--- src/rtl/mem_dump_pkg.sv ---
// Shared definitions for the data-memory dump path: FSM encoding, byte width
// and the ceil-log2 helper used to size the address and byte counters.
package mem_dump_pkg;

    localparam int unsigned BYTE_BITS = 8;

    localparam logic [2:0] ST_IDLE    = 3'd0;
    localparam logic [2:0] ST_READ    = 3'd1;
    localparam logic [2:0] ST_CAPTURE = 3'd2;
    localparam logic [2:0] ST_SEND    = 3'd3;
    localparam logic [2:0] ST_WAIT_TX = 3'd4;
    localparam logic [2:0] ST_NEXT    = 3'd5;
    localparam logic [2:0] ST_DONE    = 3'd6;

    typedef enum logic [2:0] {
        S_IDLE    = ST_IDLE,
        S_READ    = ST_READ,
        S_CAPTURE = ST_CAPTURE,
        S_SEND    = ST_SEND,
        S_WAIT_TX = ST_WAIT_TX,
        S_NEXT    = ST_NEXT,
        S_DONE    = ST_DONE
    } state_e;

    function automatic int unsigned clog2(input int unsigned value);
        int unsigned result;
        result = 0;
        for (int i = 0; i < 32; i++) begin
            if ((32'd1 << i) < value) begin
                result = i + 1;
            end else begin
                result = result;
            end
        end
        return result;
    endfunction

    // A counter over a single value still needs one bit to exist.
    function automatic int unsigned cnt_width(input int unsigned value);
        return (clog2(value) < 1) ? 1 : clog2(value);
    endfunction

endpackage

--- src/rtl/mem_dump_unit_word_serializer.sv ---
// Holds one captured memory word and presents it a byte at a time, MSB first,
// shifting left by a byte on each advance.
module word_serializer
    import mem_dump_pkg::*;
#(
    parameter int unsigned DATA_BITS = 32
) (
    input  logic                 clk,
    input  logic                 rst,
    input  logic                 load_i,
    input  logic                 shift_i,
    input  logic [DATA_BITS-1:0] word_i,
    output logic [BYTE_BITS-1:0] byte_o,
    output logic                 last_o
);

    localparam int unsigned BYTES_PER_WORD = DATA_BITS / BYTE_BITS;
    localparam int unsigned CNT_W          = cnt_width(BYTES_PER_WORD);
    localparam logic [CNT_W-1:0] LAST_IDX  = CNT_W'(BYTES_PER_WORD - 1);

    logic [DATA_BITS-1:0] word_q;
    logic [DATA_BITS-1:0] word_d;
    logic [CNT_W-1:0]     byte_cnt_q;
    logic [CNT_W-1:0]     byte_cnt_d;

    // Load takes priority over shift; otherwise hold the current word.
    always_comb begin
        word_d     = word_q;
        byte_cnt_d = byte_cnt_q;
        if (load_i) begin
            word_d     = word_i;
            byte_cnt_d = '0;
        end else if (shift_i) begin
            word_d     = word_q << BYTE_BITS;
            byte_cnt_d = byte_cnt_q + 1'b1;
        end else begin
            word_d     = word_q;
            byte_cnt_d = byte_cnt_q;
        end
    end

    // Word and byte-index registers.
    always_ff @(posedge clk or posedge rst) begin
        if (rst) begin
            word_q     <= '0;
            byte_cnt_q <= '0;
        end else begin
            word_q     <= word_d;
            byte_cnt_q <= byte_cnt_d;
        end
    end

    assign byte_o = word_q[DATA_BITS-1 -: BYTE_BITS];
    assign last_o = (byte_cnt_q == LAST_IDX);

endmodule

--- src/rtl/mem_dump_unit.sv ---
// Debug-path reader of the data memory: walks every word from address 0 and
// streams it to the UART transmitter one handshaked byte at a time.
module mem_dump_unit
    import mem_dump_pkg::*;
#(
    parameter int unsigned DATA_BITS = 32,
    parameter int unsigned ADDR_BITS = 32,
    parameter int unsigned MEM_DEPTH = 32
) (
    input  logic                 clk,
    input  logic                 rst,
    input  logic                 i_start,
    output logic                 o_mem_read,
    output logic [ADDR_BITS-1:0] o_mem_address,
    input  logic [DATA_BITS-1:0] i_mem_data,
    output logic [7:0]           o_tx_data,
    output logic                 o_tx_start,
    input  logic                 i_tx_done,
    output logic                 o_busy,
    output logic                 o_done
);

    localparam int unsigned CNT_W         = cnt_width(MEM_DEPTH);
    localparam logic [CNT_W-1:0] LAST_ADDR = CNT_W'(MEM_DEPTH - 1);

    state_e           state_q;
    state_e           state_d;
    logic [CNT_W-1:0] addr_q;
    logic [CNT_W-1:0] addr_d;
    logic             load_s;
    logic             shift_s;
    logic             last_s;

    word_serializer #(
        .DATA_BITS (DATA_BITS)
    ) u_ser (
        .clk     (clk),
        .rst     (rst),
        .load_i  (load_s),
        .shift_i (shift_s),
        .word_i  (i_mem_data),
        .byte_o  (o_tx_data),
        .last_o  (last_s)
    );

    // Next-state and Moore output decode; a start is only honoured in IDLE.
    always_comb begin
        state_d    = state_q;
        addr_d     = addr_q;
        load_s     = 1'b0;
        shift_s    = 1'b0;
        o_mem_read = 1'b0;
        o_tx_start = 1'b0;
        o_busy     = 1'b1;
        o_done     = 1'b0;
        case (state_q)
            S_IDLE: begin
                o_busy = 1'b0;
                if (i_start) begin
                    addr_d  = '0;
                    state_d = S_READ;
                end else begin
                    state_d = S_IDLE;
                end
            end
            S_READ: begin
                o_mem_read = 1'b1;
                state_d    = S_CAPTURE;
            end
            S_CAPTURE: begin
                load_s  = 1'b1;
                state_d = S_SEND;
            end
            S_SEND: begin
                o_tx_start = 1'b1;
                state_d    = S_WAIT_TX;
            end
            S_WAIT_TX: begin
                if (i_tx_done) begin
                    if (last_s) begin
                        state_d = S_NEXT;
                    end else begin
                        shift_s = 1'b1;
                        state_d = S_SEND;
                    end
                end else begin
                    state_d = S_WAIT_TX;
                end
            end
            S_NEXT: begin
                if (addr_q == LAST_ADDR) begin
                    state_d = S_DONE;
                end else begin
                    addr_d  = addr_q + 1'b1;
                    state_d = S_READ;
                end
            end
            S_DONE: begin
                o_done  = 1'b1;
                state_d = S_IDLE;
            end
            default: begin
                o_busy  = 1'b0;
                state_d = S_IDLE;
            end
        endcase
    end

    // State and word-address registers.
    always_ff @(posedge clk or posedge rst) begin
        if (rst) begin
            state_q <= S_IDLE;
            addr_q  <= '0;
        end else begin
            state_q <= state_d;
            addr_q  <= addr_d;
        end
    end

    assign o_mem_address = ADDR_BITS'(addr_q);

endmodule

--- config.mk ---
export PLATFORM = sky130hd
export DESIGN_NAME = mem_dump_unit
export DESIGN_NICKNAME = d
export VERILOG_FILES = /design/src/rtl/mem_dump_pkg.sv /design/src/rtl/mem_dump_unit_word_serializer.sv /design/src/rtl/mem_dump_unit.sv
export SDC_FILE = /design/constraint.sdc
export NUM_CORES = 1
export LEC_CHECK = 0
export CORE_ASPECT_RATIO = 0.8
export CORE_MARGIN = 4
export CORE_UTILIZATION = 45
export CTS_BUF_LIST = sky130_fd_sc_hd__clkbuf_2 sky130_fd_sc_hd__clkbuf_4 sky130_fd_sc_hd__clkbuf_8
export DETAILED_ROUTE_END_ITERATION = 8
export PLACE_DENSITY = 0.9
export SLEW_MARGIN = 10
export SYNTH_ARGS = -nofsm -noshare
export SYNTH_HDL_FRONTEND = slang
export SYNTH_SLANG_ARGS = --single-unit
--- constraint.sdc ---
create_clock -name clk -period 3.78 [get_ports clk]
set_input_delay 0.756 -clock clk [delete_from_list [all_inputs] [get_ports clk]]
set_output_delay 0.756 -clock clk [all_outputs]
set_load 0.05 [all_outputs]
After elaboration in Yosys (flattened, before gate mapping)
Cells that the tools add are included.
- register bits: 42
- bits in latches: 0
- memory bits (writable): 0
- memory bits (read-only): 0
- bits of input ports: 36
- logic and storage cells: 41
- memories kept: 0
- add/subtract/negate cells: 2
- multipliers: 0
- divide/modulo/power cells: 0
- magnitude comparators: 0
- eq/ne operators: 10
- shift operators: 0
- muxes and demuxes: 20
- bitwise operators: 0
- reductions and logical operators: 5
- operators with widths (cell ; count):
    $mux 32 ; 2
    $pmux 3 s6 ; 1
    $mux 5 ; 2
    $pmux 5 s2 ; 1
    $eq 3x3->1 const B ; 3
    $mux 1 ; 9
    $mux 3 ; 3
    $eq 3x2->1 const B ; 2
    $reduce_or 6->1 ; 1
    $add 5x1->5 const B ; 1
    $eq 5x5->1 const B ; 1
    $mux 2 ; 2
    $ne 2x2->1 const B ; 2
    $reduce_bool 2->1 ; 2
    $eq 3x1->1 const B ; 1
    $logic_not 3->1 ; 1
    $reduce_and 3->1 ; 1
    $add 2x1->2 const B ; 1
    $eq 2x2->1 const B ; 1

Longest topological paths before layout
Gate-level depths: netlist of the first run.
- depth in word-level cells: 6
- depth in mapped cells: 6
- depth with buffers taken out: 6

Cells and area by module
Synthesis of the first run repeated with hierarchy kept, for this count alone.
- cell total of the unflattened synthesis: 230
- area total of the unflattened synthesis: 2299.7 sq um
- modules (own cells, without submodules) (module ; times used ; cells an instance ; area an instance (sq um) ; sequential area each (sq um)):
    word_serializer ; 1 ; 155 ; 1619.1 ; 850.8
    mem_dump_unit ; 1 ; 75 ; 680.7 ; 200.2

Worst setup path before layout of the first run
No wires, ideal clock.
- path kind: reg2out
- start point: reg state_q[0]
- end point: out o_mem_read
- arrival: 1.656 ns
- data required time: 3.024 ns
- path slack: 1.368 ns
- stages on the path, launching flop included: 4
- path buffers: 1
- cell sequence: dfrtp_1 buf_6 inv_1 nor3_1
- cells in the longest elaborated chain, start to end: 2
- ends and longest elaborated chain (element ; RTL line ; RTL):
    from (decl) ; mem_dump_unit.sv:26 ; state_e state_q;
    from (signal assigned) ; mem_dump_unit.sv:115 ; state_q <= state_d;
    $eq 3x1->1 ; mem_dump_unit.sv:56 ; case (state_q)
    $mux 1 ; mem_dump_unit.sv:56 ;
    to (decl) ; mem_dump_unit.sv:13 ; output logic o_mem_read,
Every way passes these cells.

Worst setup path after layout of the first run
Ends and elaborated chain as after synthesis.

==> results of run 1 <==
==> cell type report <==
| type | instances | area [µm²] | area share |
|---|---|---|---|
| Multi-Input combinational cell | 192 | 1020 | 0.364 |
| Inverter | 3 | 11.3 | 0.00400 |
| Timing Repair Buffer | 57 | 566 | 0.201 |
| Clock buffer | 7 | 83.8 | 0.0298 |
| Sequential cell | 42 | 1050 | 0.373 |
| Tap cell | 62 | 77.6 | 0.0276 |
==> routing by layer <==
| layer | part of all wire | routed length (µm) |
|---|---|---|
| met1 | 0.48 | 2430 |
| met2 | 0.44 | 2250 |
| met3 | 0.079 | 404 |
| met4 | 0.0061 | 31 |
| met5 | 0 | 0 |
==> registers in the layout, summed over array words and instances, names as in the netlist <==
name / count
state_q: 3
u_ser.word_q: 32
u_ser.byte_cnt_q: 2
addr_q: 5
==> final timing paths <==
kind                            startpoint          endpoint  slack [ns]  depth (start not counted)
setup reg to reg                state_q[0]   u_ser.word_q[6]        1.62                          3
max in group asynchronous              rst        state_q[2]        2.52                          3
hold reg to reg            u_ser.word_q[2]   u_ser.word_q[2]        0.53                          2
hold / removal             u_ser.word_q[2]   u_ser.word_q[2]        0.53                          2
setup / recovery                state_q[0]        o_mem_read        0.92                          3
min in group asynchronous              rst  u_ser.word_q[31]        0.90                          3
==> power by group <==
group | total [mW] | switching (mW) | internal (mW)
Combinational | 1.22 | 0.774 | 0.448
Sequential | 0.818 | 0.158 | 0.660
Clock | 0.281 | 0.139 | 0.142
Total | 2.32 | 1.07 | 1.25
==> synthesized netlist by cell type <==
library cell | number | area, µm²
and4bb_2 | 1 | 12.5
dfrtp_1 | 42 | 1050
a21oi_1 | 31 | 155
and2_1 | 1 | 6.26
nor3b_4 | 2 | 37.5
buf_6 | 1 | 11.3
inv_1 | 3 | 11.3
or3b_1 | 2 | 17.5
or3b_2 | 1 | 8.76
nand2b_1 | 2 | 12.5
conb_1 | 1 | 3.75
o21a_1 | 1 | 7.51
and3_1 | 1 | 6.26
xnor2_1 | 1 | 8.76
nand3_1 | 2 | 10.0
clkbuf_1 | 12 | 45.0
buf_4 | 38 | 285
or3_1 | 2 | 12.5
ha_1 | 3 | 37.5
a211o_1 | 1 | 8.76
nor2_1 | 26 | 97.6
o22ai_1 | 1 | 6.26
nand2_1 | 17 | 63.8
mux2_4 | 1 | 15.0
nor3_1 | 1 | 5.00
a31oi_1 | 25 | 156
a21o_1 | 1 | 7.51
nand3b_1 | 1 | 7.51
nor2b_1 | 3 | 18.8
buf_2 | 5 | 25.0
o21ai_0 | 35 | 175
a22o_1 | 3 | 26.3
==> cell families (layout without fill, tap and decap cells) <==
group / Yosys count / in the layout
fa+ha+maj: 3 / 3
buf+inv: 59 / 67
mux: 1 / 1
simple gates: 62 / 62
flops: 42 / 42
xor+xnor: 1 / 1
other cells: 1 / 27
compound gates: 98 / 98
==> critical path, stage by stage, from the launching register on <==
cell,delay (ns)
dfrtp_1,0.62
inv_1,0.14
nor3_1,0.22
clkdlybuf4s50_1,0.83
==> per-stage QoR <==
| stage | worst slack (ns) | hold slack [ns] | area [µm²] |
|---|---|---|---|
| floorplan | 1.37 | 0.503 | 2450 |
| global placement | 1.25 | 0.510 | 2720 |
| detailed placement | 1.15 | 0.515 | 2720 |
| CTS | 0.934 | 0.526 | 2800 |
| global route | 0.852 | 0.554 | 2810 |
| finish | 0.922 | 0.529 | 2810 |
==> flow_summary.yaml, run 1 <==
run:
  max_cap_violations: 0
floorplan:
  ios: 80
  die_height_um: 72.7
  rows: 23
  die_w_um: 88.9
  initial_core_util: 0.467
  fp.dieArea_um2: 6460
  core_um2: 5040
final_layout:
  syn_to_final_growth_pct: 19.6
  final_nets: 340
  antennaDiodeCount: 0
  fillers: 460
  layout_commonest_cell: "clkdlybuf4s50_1"
  final_util: 0.559
  drive_gt1_frac: 0.0598
  finalNonFillerCells: 363
  final_cell_mix: "52 x clkdlybuf4s50_1, 42 x dfrtp_1, 35 x o21ai_0"
synthesis:
  syn-instance-count: 267
  yosysUniqueCellTypes: 32
  synth.area.mux_share: 0.00638
  seq_area_frac_synth: 0.447
  synth_top_family_by_area: "compound AO/OA/AOI/OAI gates"
  synth-compound-area-share: 0.231
  ys_ff_latch: 42
  syn_area_per_cell_um2: 8.81
  synth-adder-area-share: 0.0159
  synthSimpleGateAreaFrac: 0.135
  syn_area_um2: 2350
  ys_warn_count: 0
  synthXorXnorAreaFrac: 0.00372
global_routing:
  globalRoute.busiestLayer: "met1"
  grt_use_met2: 0.221
  gr-usage-met1: 0.234
  grt_start_max_net_pins: 43
  first_global_vias: 1689
  track_usage: 0.155
  use_met3: 0.0384
  gr-total-overflow: 0
  grt_pass1_wl_um: 7950
  antenna_found_initial: 0
clock_network:
  post_cts_buffers: 0
  cts_hold_buf: 0
  cts_resized: 0
  cts.sinks: 42
  htree_levels: 2
  clock_path_buffers: 2
  numCtsBuffers: 5
  path_clk_slew_ns: 0.07
  cts_root_buf: "clkbuf_8"
  clk_latency_ns: 0.29
  cts_tree: "yes"
timing:
  period_minus_slack_ns: 2.86
  finalHoldViolCount: 0
  rsz0062_at_grt: "false"
  max_freq_mhz: 350
  slew_violations: 0
  setup_viol_count_final: 0
  finClkSkew_ns: 0.00531
  slew_headroom: 0.381
  setup_tns_ns: 0
  tightest_slew_ns: 0.927
  period_share: 0.756
min_path:
  hp-class: "flip-flop to flip-flop"
route:
  routedWlPerCell_um: 14.1
  detail-route-antenna-nets: 0
  drtPass1Iterations: 4
  drc: 0
  drt_iter0_markers: 182
  viasPerCell: 5.30
  drt-total-wl_um: 5120
  vias: 1923
pwr:
  total_power_mw: 2.32
  leakagePower_nw: 1.19
  power.density_nw_per_um2: 825
  vdd_drop_max_v: 0.000407
worst_setup_path:
  cp.arrival_ns: 2.10
  worstPathRequired_ns: 3.02
  worstPathMaxFanout: 13
  critical_path_class: "flip-flop to output pin"
  worstSetupEndpointType: "output pin"
  worstSetupStartpointType: "flip-flop"
status:
  status: "completed"
placed_design:
  gp_congestion: 0.792
  dp_cells: 355
  hpwl_um: 3550
  port_buffers: 52
No activity file was read; power rests on OpenSTA's default activity.
==> inputs of run 2 (changes only) <==
--- a/config.mk
+++ b/config.mk
@@ -7,7 +7,7 @@
 export LEC_CHECK = 0
 export CORE_ASPECT_RATIO = 0.8
 export CORE_MARGIN = 4
-export CORE_UTILIZATION = 45
+export CORE_UTILIZATION = 43
 export CTS_BUF_LIST = sky130_fd_sc_hd__clkbuf_2 sky130_fd_sc_hd__clkbuf_4 sky130_fd_sc_hd__clkbuf_8
 export DETAILED_ROUTE_END_ITERATION = 8
 export PLACE_DENSITY = 0.9
==> constraint.sdc (replaced) <==
create_clock -name clk -period 2.4 [get_ports clk]
set_input_delay 0.48 -clock clk [delete_from_list [all_inputs] [get_ports clk]]
set_output_delay 0.48 -clock clk [all_outputs]
set_load 0.05 [all_outputs]
==> flow_summary.yaml, run 2 (synthesized netlist as in run 1, its figures left out) <==
timing:
  period_minus_slack_ns: 2.05
  slew_headroom: 0.593
  finalHoldViolCount: 0
  setup_ws_ns: 0.351
  rsz0062_at_grt: "false"
  setup_tns_ns: 0
  setup_viol_count_final: 0
  tightest_slew_ns: 0.611
  finClkSkew_ns: 0.00813
  slew_violations: 0
  hold_ws_ns: 0.532
  max_freq_mhz: 488
  period_share: 0.854
clock_network:
  cts_tree: "yes"
  cts_root_buf: "clkbuf_8"
  cts.sinks: 42
  clk_latency_ns: 0.30
  cts_resized: 0
  cts_hold_buf: 0
  clock_path_buffers: 2
  htree_levels: 2
  post_cts_buffers: 0
  numCtsBuffers: 5
  path_clk_slew_ns: 0.08
run:
  max_cap_violations: 0
floorplan:
  ios: 80
  die_height_um: 74.2
  fp.dieArea_um2: 6730
  rows: 23
  initial_core_util: 0.457
  core_um2: 5150
  die_w_um: 90.7
worst_setup_path:
  cp_slowest_stage_delay_ns: 0.55
  critPathLaunch: "state_q[0]"
  r2r_slack_ns: 0.47
  crit_buf_inv: 1
  cp_cell_sequence: "or3_1 > o21a_1 > buf_4"
  worstSetupEndpointType: "output pin"
  crit_family: "flip-flops"
  r2r-end: "u_ser.word_q[1]"
  critical_path_class: "flip-flop to output pin"
  cp_slowest_cell: "dfrtp_1"
  worstSetupStartpointType: "flip-flop"
  worstPathRequired_ns: 1.92
  reg2reg_depth: 3
  cp.arrival_ns: 1.57
  rr_startpoint: "state_q[0]"
  worstPathMaxFanout: 13
route:
  drt-total-wl_um: 5070
  detail-route-antenna-nets: 0
  drc: 0
  viasPerCell: 5.12
  drtPass1Iterations: 4
  vias: 1868
  drt_iter0_markers: 152
  routedWlPerCell_um: 13.9
final_layout:
  final_util: 0.549
  largest_reg_flops: 32
  drive_gt1_frac: 0.0792
  top_register: "u_ser.word_q"
  fin_area_um2: 2830
  layout_commonest_cell: "clkdlybuf4s50_1"
  final_cell_mix: "48 x clkdlybuf4s50_1, 42 x dfrtp_1, 35 x o21ai_0"
  final_nets: 341
  syn_to_final_growth_pct: 20.2
  finalNonFillerCells: 365
  reg_top3: "u_ser.word_q (32), addr_q (5), state_q (3)"
  antennaDiodeCount: 0
pwr:
  leakagePower_nw: 1.21
  switching_share: 0.455
  switchingPower_mw: 1.69
  clkPwrFrac: 0.148
  total_power_mw: 3.70
  vdd_drop_max_v: 0.000439
  power.density_nw_per_um2: 1310
  internal-power_mw: 2.02
  comb_power_share: 0.501
  p_seq_frac: 0.351
min_path:
  hp-start: "u_ser.word_q[4]"
  hp-class: "flip-flop to flip-flop"
  hold_end: "u_ser.word_q[4]"
  hold_depth: 2
global_routing:
  track_usage: 0.154
  gr-total-overflow: 0
  grt_pass1_wl_um: 8220
  grt_start_max_net_pins: 43
  first_global_vias: 1706
  antenna_found_initial: 0
placed_design:
  placed_area_um2: 2720
  dp_cells: 357
  hpwl_um: 3580
  gp_congestion: 0.820
  port_buffers: 52
  place_ws_ns: 0.303
status:
  status: "completed"
## run 2: cell count changes in the layout (fill, tap and decap cells not counted)
cell	before	now
buf_4	4	10
buf_8	1	0
bufinv_16	0	1
clkbuf_4	2	0
clkdlybuf4s50_1	52	48
clkinv_2	0	2
## run 2: final cells by class
| class | count | area [µm²] |
|---|---|---|
| fill | 472 | 2320 |
| inverter | 3 | 11.3 |
| clock inverter | 3 | 40.0 |
| timing repair buffer | 58 | 556 |
| clock buffer | 5 | 68.8 |
| multi-input combinational | 192 | 1020 |
| tap | 62 | 77.6 |
| sequential | 42 | 1050 |
## run 2: worst register-to-register path: stages (launching register included)
cell,delay (ns)
dfrtp_1,0.55
or3b_1,0.63
nor2_1,0.44
o21ai_0,0.18
## run 2: worst max path at each step
stage,to,depth (start not counted)
final,o_busy,3
after global routing,u_ser.word_q[2],3
after CTS,o_busy,3
after detailed placement,u_ser.word_q[1],4
after global placement,u_ser.word_q[1],4
after floorplan,o_mem_read,3
## run 2: power groups by stage
stage | Clock (mW) | Sequential [mW] | Combinational (mW)
final | 0.550 | 1.30 | 1.85
after detailed placement | 0 | 1.31 | 1.86
after global routing | 0.603 | 1.35 | 2.05
after global placement | 0 | 1.29 | 1.82
after floorplan | 0 | 1.23 | 1.60
after CTS | 0.568 | 1.30 | 1.87
## run 2: metal layers
metal  GRT usage  up-vias  part of all wire
met5           0        -                 0
met2       0.233       75              0.45
met1       0.212      851              0.45
met4      0.0611        0             0.015
li1            -      934                 -
met3      0.0394        8             0.081
==> inputs of run 3 (changes only) <==
--- a/config.mk
+++ b/config.mk
@@ -9,9 +9,10 @@
 export CORE_MARGIN = 4
 export CORE_UTILIZATION = 43
 export CTS_BUF_LIST = sky130_fd_sc_hd__clkbuf_2 sky130_fd_sc_hd__clkbuf_4 sky130_fd_sc_hd__clkbuf_8
+export CTS_CLUSTER_DIAMETER = 40
 export DETAILED_ROUTE_END_ITERATION = 8
 export PLACE_DENSITY = 0.9
-export SLEW_MARGIN = 10
+export SLEW_MARGIN = 15
 export SYNTH_ARGS = -nofsm -noshare
 export SYNTH_HDL_FRONTEND = slang
 export SYNTH_SLANG_ARGS = --single-unit
==> results of run 3 <==
The final DEF is identical to that of run 2; final timing and power are the same.
